## src/rtl/bcd_seven_segment.sv

```systemverilog
// Registered BCD-to-seven-segment decoder with lamp test, forced blank,
// ripple (leading-zero) blanking and an invalid-code flag.
module bcd_seven_segment #(
    parameter bit ACTIVE_LOW = 1'b0,
    parameter bit TAIL_6     = 1'b1,
    parameter bit TAIL_9     = 1'b1
) (
    input  logic       clk,
    input  logic       rst,
    input  logic [3:0] in,
    input  logic       lamp_test,
    input  logic       blank,
    input  logic       rbi,
    output logic [6:0] out,
    output logic       rbo,
    output logic       err
);

    logic [6:0] seg_dec;
    logic [6:0] seg_nxt;
    logic       rbo_nxt;
    logic       err_nxt;

    // Segment order {a,b,c,d,e,f,g}, active-high
    always_comb begin
        seg_dec = 7'h00;
        case (in)
            4'd0: seg_dec = 7'h7E;
            4'd1: seg_dec = 7'h30;
            4'd2: seg_dec = 7'h6D;
            4'd3: seg_dec = 7'h79;
            4'd4: seg_dec = 7'h33;
            4'd5: seg_dec = 7'h5B;
            4'd6: seg_dec = TAIL_6 ? 7'h5F : 7'h1F;
            4'd7: seg_dec = 7'h70;
            4'd8: seg_dec = 7'h7F;
            4'd9: seg_dec = TAIL_9 ? 7'h7B : 7'h73;
            default: seg_dec = 7'h00;
        endcase
    end

    always_comb begin
        seg_nxt = seg_dec;
        rbo_nxt = 1'b0;
        err_nxt = 1'b0;
        if (lamp_test) begin
            seg_nxt = 7'h7F;
        end else if (blank) begin
            seg_nxt = 7'h00;
        end else if (rbi && (in == 4'd0)) begin
            seg_nxt = 7'h00;
            rbo_nxt = 1'b1;
        end else if (in > 4'd9) begin
            seg_nxt = 7'h00;
            err_nxt = 1'b1;
        end
    end

    // Reset value is "all segments dark" in the configured polarity
    always_ff @(posedge clk) begin
        if (rst) begin
            out <= ACTIVE_LOW ? 7'h7F : 7'h00;
            rbo <= 1'b0;
            err <= 1'b0;
        end else begin
            out <= ACTIVE_LOW ? ~seg_nxt : seg_nxt;
            rbo <= rbo_nxt;
            err <= err_nxt;
        end
    end

endmodule

```

## config.mk

```make
export PLATFORM = sky130hd
export DESIGN_NAME = bcd_seven_segment
export DESIGN_NICKNAME = d
export VERILOG_FILES = /design/src/rtl/bcd_seven_segment.sv
export SDC_FILE = /design/constraint.sdc
export NUM_CORES = 1
export LEC_CHECK = 0
export CORE_MARGIN = 2
export CORE_UTILIZATION = 35
export CTS_CLUSTER_DIAMETER = 30
export DETAILED_ROUTE_END_ITERATION = 16
export HOLD_SLACK_MARGIN = 0.08
export PLACE_DENSITY_LB_ADDON = 0.25
export SETUP_SLACK_MARGIN = 0.5
export SLEW_MARGIN = 15
export SYNTH_ARGS = -nofsm -noshare
export SYNTH_HDL_FRONTEND = slang
export SYNTH_SLANG_ARGS = --single-unit
```

## constraint.sdc

```tcl
create_clock -name clk -period 3.14 [get_ports clk]
set_input_delay 0.471 -clock clk [delete_from_list [all_inputs] [get_ports clk]]
set_output_delay 0.471 -clock clk [all_outputs]
set_load 0.1 [all_outputs]
```

### Yosys cells after proc, flatten, opt, wreduce, memory -nomap -nowiden

Memories as Yosys holds them, arrays and structs flattened.
Index checks and enable logic that the tools add are counted.

* reduce and logical (&&, ||, !) cells: 4
* equal/unequal tests: 0
* $add $sub $neg: 0
* order comparisons: 1
* muxes and demuxes: 6
* divide/modulo/power cells: 0
* shift operators: 0
* $mul: 0
* bitwise gates (word level): 0

Operators with widths (count)
* $mux 7: 4
* $gt 4x4->1 const B: 1
* $logic_not 4->1: 1
* $reduce_or 4->1: 1
* $reduce_or 3->1: 1
* $mux 1: 2
* $logic_and 1x1->1: 1

* bits in registers: 9
* memories kept: 1
* memory bits (read-only): 112
* word-level logic and storage cells: 15
* input bits: 9
* memory bits (writable): 0
* bits in latches: 0

Memory list
* (no name shown): depth 16, bits a word 7, rd ports 1, clocked after memory_dff 0, wr ports 0, line 27 `case (in)`

### Depth between registers and ports, before layout

Gate-level depths: netlist of the first run.

* depth after elaboration: 5
* depth in mapped cells: 5
* gate-level depth less buffers: 5

### Worst setup path before layout of the first run

No wires, ideal clock.

* path kind: input-to-reg
* start: in in[0]
* end: reg out[0]
* cell stages on the path: 5
* arrival: 1.412 ns
* path slack: 1.641 ns
* library setup time: 0.087 ns
* path through: inv_1 ha_1 nor4bb_1 a211o_1 o31ai_1

* longest elaborated chain between the ends: 5

Ends and longest elaborated chain
* from (decl): line 10 `input logic [3:0] in,`
* $mem_v2 16x7 (tied with other cells)
* $mux 7 or $logic_and 1x1->1 (tied branches): line 53, 50
* $mux 7 *: line 50 `end else if (rbi && (in == 4'd0)) begin`
* $mux 7 *: line 48 `end else if (blank) begin`
* $mux 7 *: line 46 `if (lamp_test) begin`
* to (signal assigned): line 62 `out <= ACTIVE_LOW ? 7'h7F : 7'h00;`
* to (signal assigned): line 66 `out <= ACTIVE_LOW ? ~seg_nxt : seg_nxt;`
* to (decl): line 14 `output logic [6:0] out,`

Every way passes the cells marked *; elsewhere a longest branch is shown, timed or not.
A chain may end at the register's enable or synchronous reset.

### Final worst setup path of the first run

* start: reg rbo
* end: out rbo

RTL lines
* from (decl): line 15 `output logic rbo,`
* from (signal assigned): line 67 `rbo <= rbo_nxt;`

No word-level cell between the ends.

==> flow_metrics.py, run 1 <==
metrics = {
    "synthesis": {
        "synthesis.area_um2": 473.0,
        "synth_fa_ha_area_share_pct": 15.87,
        "yosys_register_bits": 9,
        "netlist-cell-type-count": 21,
        "synth_simple_gate_area_share_pct": 15.08,
        "syn-num-nets": 66,
        "synth_xor_area_share_pct": 0,
        "synth_top_area_share_pct": 38.10,
        "syn_avg_cell_area_um2": 9.274,
        "synth-compound-area-share_pct": 23.81,
        "synth_edf_count": 0,
        "synthFlopType": "dfxtp_1",
        "muxShareOfSynthArea_pct": 2.116,
        "async_flop_share_pct": 0,
        "synth_top_family_by_area": "compound AO/OA/AOI/OAI gates",
        "yosys-top-cells-area": "dfxtp_1 38%, ha_1 16%, o31ai_1 13%, a21oi_1 3.2%, inv_1 3.2%",
        "seq_area_frac_synth_pct": 38.10,
        "yosys.area.top_type": "dfxtp_1",
        "synthCells": 51,
        "yosysWarnings": 0,
    },
    "route": {
        "drtAntennaViolNets": 0,
        "wl_per_cell_um": 9.565,
        "vias": 415,
        "drt_wl_total_um": 813,
        "drt_iter0_markers": 8,
        "drc": 0,
        "viasPerCell": 4.882,
        "drtPass1Iterations": 4,
    },
    "worst_setup_path": {
        "crit_path_top_delay_cell": "clkdlybuf4s50_1",
        "worst_setup_path_end_kind": "primary output",
        "worstPathArrival_ns": 1.69,
        "worst_path_largest_cell_delay_ns": 1.12,
        "worst-path-buf-inv": 1,
        "crit_required_ns": 2.67,
        "critPathKind": "flop to primary output",
        "crit_path_start_kind": "flop",
        "crit_fanout": 1,
        "path_cells": "clkdlybuf4s50_1",
        "path_delay_family": "buffers and inverters",
    },
    "power_and_ir_drop": {
        "clkPwrFrac_pct": 26.7,
        "power.density_nw_per_um2": 468.8,
        "power.switching_mw": 0.1141,
        "seq_power_share_pct": 39.0,
        "ir_drop_uv": 123.2,
        "p_comb_share_pct": 34.4,
        "leakagePower_nw": 0.2933,
        "p_int_mw": 0.2021,
        "switching_share_pct": 36.08,
    },
    "global_routing": {
        "grt_pass1_vias": 369,
        "grt_max_degree": 13,
        "grt-ovfl-total": 0,
        "grt_pass1_wl_um": 1400,
        "grt_antenna_before_repair": 0,
        "grt.total_usage_pct": 13.66,
    },
    "floorplan": {
        "die_w_um": 40.76,
        "num_rows": 13,
        "initial_core_util_pct": 36.81,
        "io_pins": 18,
        "die_h_um": 40.76,
        "die-area_um2": 1661,
        "coreArea_um2": 1285,
    },
    "sta": {
        "drv_slew": 0,
        "tns_ns": 0,
        "hold_violations": 0,
        "slew_headroom_pct": 35.51,
        "setup_viol": 0,
        "fin_crit_ns": 2.158,
        "max_freq_ghz": 0.4634,
        "fin_crit_sh_pct": 68.72,
        "rsz0062_at_grt": "no",
        "worst_pin_slew_ns": 0.9644,
        "holdWs_ns": 0.9067,
    },
    "cts": {
        "cts_tree": "yes",
        "post_cts_resized": 0,
        "ctsLongestPathBuffers": 2,
        "post_cts_buffers": 0,
        "clk_pin_slew_worst_paths_ns": 0.05,
        "root_buffer": "clkbuf_4",
        "cts_made_buffers": 3,
        "htree_levels": 1,
        "cts_hold_buf": 0,
        "cts_num_sinks": 9,
    },
    "place": {
        "place_area_um2": 648.1,
        "port-buffer-count": 17,
        "place.gp.congestion": 0.7100,
        "dpl.hpwl_um": 672.3,
    },
    "layout": {
        "final_area_um2": 674.4,
        "layout-drive-gt1-share_pct": 10.00,
        "nNetsFinal": 86,
        "area_growth_pct": 42.59,
        "antenna_cells": 0,
    },
    "outcome": {
        "status": "finished, final reports clean",
    },
    "min_path": {
        "hold_path.class": "input port to flop",
    },
    "job": {
        "maxCapViolations": 0,
    },
}
-- sequential cells by signal (all words and copies together), names as in the netlist --
signal,flops
out,7
err,1
rbo,1
-- per-stage QoR --
stage | setup WS [ns] | util [%] | total power, mW | std cells
floorplan | 1.641 | - | 0.2048 | 51
global placement | 0.9427 | 50.44 | 0.2343 | 81
detailed placement | 0.8670 | 50.44 | 0.2346 | 81
CTS | 0.9646 | 52.48 | 0.3217 | 85
global route | 0.9268 | 52.48 | 0.3344 | 85
finish | 0.9822 | 52.48 | 0.3162 | 85
-- cells in the final DEF (no fill, tap or decap), types with 2 or more instances in the layout --
| cell | Yosys | routed |
|---|---|---|
| dfxtp_1 | 9 | 9 |
| ha_1 | 6 | 6 |
| buf_4 | 0 | 2 |
| nor2_1 | 4 | 4 |
| clkdlybuf4s50_1 | 0 | 15 |
| o31ai_1 | 8 | 8 |
| clkbuf_4 | 0 | 3 |
| inv_1 | 4 | 4 |
| nand2b_1 | 2 | 2 |
| or2_2 | 2 | 2 |
| a21oi_1 | 3 | 3 |
-- synth_stat cells (2+ instances only) --
library cell  number
dfxtp_1            9
o31ai_1            8
ha_1               6
inv_1              4
nor2_1             4
a21oi_1            3
nand2b_1           2
or2_2              2
-- cells by family (layout without fill, tap and decap cells) --
logic type | Yosys count | in the layout
AOI/OAI and AO/OA | 16 | 16
muxes | 1 | 1
and+or+nand+nor | 13 | 13
DFF | 9 | 9
adders and majority gates | 6 | 6
buffers and inverters | 6 | 25
-- per-layer routing --
layer / GRT usage (%) / vias to the layer above / routed length, µm
li1: - / 219 / -
met1: 13.40 / 179 / 348
met2: 22.22 / 12 / 392
met3: 3.261 / 5 / 28
met4: 15.00 / 0 / 44
met5: 0 / - / 0
-- cell type report --
type,instances,area (µm²)
Fill cell,125,610.6
Clock buffer,4,26.28
Timing Repair Buffer,17,165.2
Multi-Input combinational cell,36,269.0
Tap cell,15,18.77
Inverter,4,15.01
Sequential cell,9,180.2
-- power by group through the flow --
stage               registers [mW]  clock network [mW]  logic [mW]
floorplan                    0.180                   0      0.0251
global placement             0.126                   0       0.109
detailed placement           0.126                   0       0.109
CTS                          0.123              0.0892       0.109
global route                 0.124              0.0943       0.116
finish                       0.123              0.0844       0.109
-- worst paths after layout --
| path | startpoint | end | slack (ns) | cells after the start |
|---|---|---|---|---|
| setup / recovery | rbo | rbo | 0.98 | 1 |
| hold / removal | rst | out[5] | 0.91 | 2 |
No activity file was read; power rests on OpenSTA's default activity.
==> run 2, diff against run 1 <==
Clock period 3.14 ns to 1.9 ns, I/O delays scaled along.
==> flow_metrics.py, run 2 (same netlist as run 1, synthesis figures left out) <==
metrics = {
    "min_path": {
        "hold_path.class": "input port to flop",
        "min_from": "in[3]",
        "hold_end": "err",
        "holdPathStages": 2,
    },
    "place": {
        "place_area_um2": 668.1,
        "port-buffer-count": 17,
        "dpl.hpwl_um": 735.6,
        "place.gp.congestion": 0.7749,
        "placed_cells": 86,
        "dp_slack_ns": -0.02953,
    },
    "route": {
        "drc": 0,
        "drt_iter0_markers": 3,
        "wl_per_cell_um": 9.889,
        "viasPerCell": 4.633,
        "drtAntennaViolNets": 0,
        "vias": 417,
        "drtPass1Iterations": 2,
        "drt_wl_total_um": 890,
    },
    "worst_setup_path": {
        "critPathKind": "input port to flop",
        "worst_setup_path_end_kind": "flop",
        "path_cells": "dlygate4sd2_1, buf_4, ha_1, o21bai_1, a211o_4, o31ai_2",
        "worst_path_largest_cell_delay_ns": 0.38,
        "crit_fanout": 7,
        "crit_path_start_kind": "input port",
        "crit_required_ns": 2.07,
        "worstPathArrival_ns": 1.49,
        "crit_path_top_delay_cell": "a211o_4",
    },
    "power_and_ir_drop": {
        "power.density_nw_per_um2": 725.6,
        "leakagePower_nw": 0.3594,
        "p_comb_share_pct": 36.1,
        "ir_drop_uv": 200.5,
        "finalPower_mw": 0.5338,
        "clkPwrFrac_pct": 25.7,
        "switching_share_pct": 36.27,
        "p_int_mw": 0.3402,
        "seq_power_share_pct": 38.2,
        "power.switching_mw": 0.1936,
    },
    "global_routing": {
        "grt_antenna_before_repair": 0,
        "grt_max_degree": 11,
        "grt_pass1_vias": 366,
        "grt-ovfl-total": 0,
        "grt.total_usage_pct": 12.40,
        "grt_pass1_wl_um": 1400,
    },
    "floorplan": {
        "coreArea_um2": 1285,
        "die_w_um": 40.76,
        "initial_core_util_pct": 36.81,
        "die-area_um2": 1661,
        "io_pins": 18,
        "num_rows": 13,
        "die_h_um": 40.76,
    },
    "cts": {
        "cts_tree": "yes",
        "cts_hold_buf": 0,
        "cts_made_buffers": 3,
        "clk_pin_slew_worst_paths_ns": 0.06,
        "root_buffer": "clkbuf_4",
        "ctsLongestPathBuffers": 2,
        "post_cts_buffers": 0,
        "htree_levels": 1,
        "cts_num_sinks": 9,
    },
    "sta": {
        "slew_headroom_pct": 80.01,
        "worst_pin_slew_ns": 0.2999,
        "hold_violations": 0,
        "fin_crit_ns": 1.328,
        "fin_crit_sh_pct": 69.91,
        "postLayoutSetupSlackWorst_ns": 0.5716,
        "drv_slew": 0,
        "rsz0062_at_grt": "yes",
        "max_freq_ghz": 0.7528,
        "holdWs_ns": 0.4398,
        "setup_viol": 0,
    },
    "layout": {
        "area_growth_pct": 55.56,
        "final_area_um2": 735.7,
        "antenna_cells": 0,
        "final_cell_mix": "14 x buf_4, 9 x dfxtp_1, 6 x ha_1",
        "reg.largest.list": "out (7), err (1), rbo (1)",
        "max_flop_register": "out",
        "nNetsFinal": 91,
        "mostFrequentLayoutCell": "buf_4",
        "layout-drive-gt1-share_pct": 34.67,
        "largest_reg_flops": 7,
        "final_cells": 90,
    },
    "outcome": {
        "status": "finished, final reports clean",
    },
    "job": {
        "maxCapViolations": 0,
    },
}
==> run 2: power by group through the flow <==
stage | clock [mW] | sequential (mW) | combinational (mW)
6_report | 0.137 | 0.204 | 0.193
5_1_grt | 0.151 | 0.205 | 0.204
4_1_cts | 0.144 | 0.204 | 0.184
2_1_floorplan | 0 | 0.297 | 0.0415
3_5_place_dp | 0 | 0.208 | 0.185
3_3_place_gp | 0 | 0.208 | 0.184
==> run 2: worst max-delay path by stage <==
stage	from	to	slack, ns	cells past startpoint
global placement	in[0]	out[0]	0.01	6
floorplan	in[0]	out[3]	0.59	5
detailed placement	in[0]	out[3]	-0.03	6
CTS	in[2]	out[3]	0.53	5
global route	in[0]	out[2]	0.50	6
finish	in[0]	out[3]	0.57	6
==> run 2: area by class of cell <==
cell class,instances,area (µm²)
Tap cell,15,18.77
Timing Repair Buffer,22,187.7
Multi-Input combinational cell,36,307.8
Sequential cell,9,180.2
Clock buffer,4,26.28
Inverter,4,15.01
Fill cell,120,549.3
==> run 2: per-stage QoR <==
stage | util [%] | setup TNS (ns)
after floorplan | - | 0
after global placement | 52.00 | 0
after detailed placement | 52.00 | -0.06548
after CTS | 53.85 | 0
after global routing | 57.25 | 0
final | 57.25 | 0
==> run 2: worst max-delay path, delay by kind of cell <==
family	cells	cell delay (ns)
adder cells (fa/ha/maj)	1	0.13
AO/OA/AOI/OAI	3	0.72
buffers and inverters	2	0.35
==> run 2: repair_timing <==
action | in CTS | in global routing
resized for setup | 4 | 10
setup endpoints to repair | 7 | 7
pin swaps | 7 | 2
==> run 2: layer usage <==
metal	up-vias	global-route usage [%]	wire, µm	part of all wire [%]
met5	-	0	0	0
met1	181	12.38	370	42
li1	229	-	-	-
met2	7	25.00	493	55
met3	0	1.630	25	2.8
met4	0	5.000	0	0
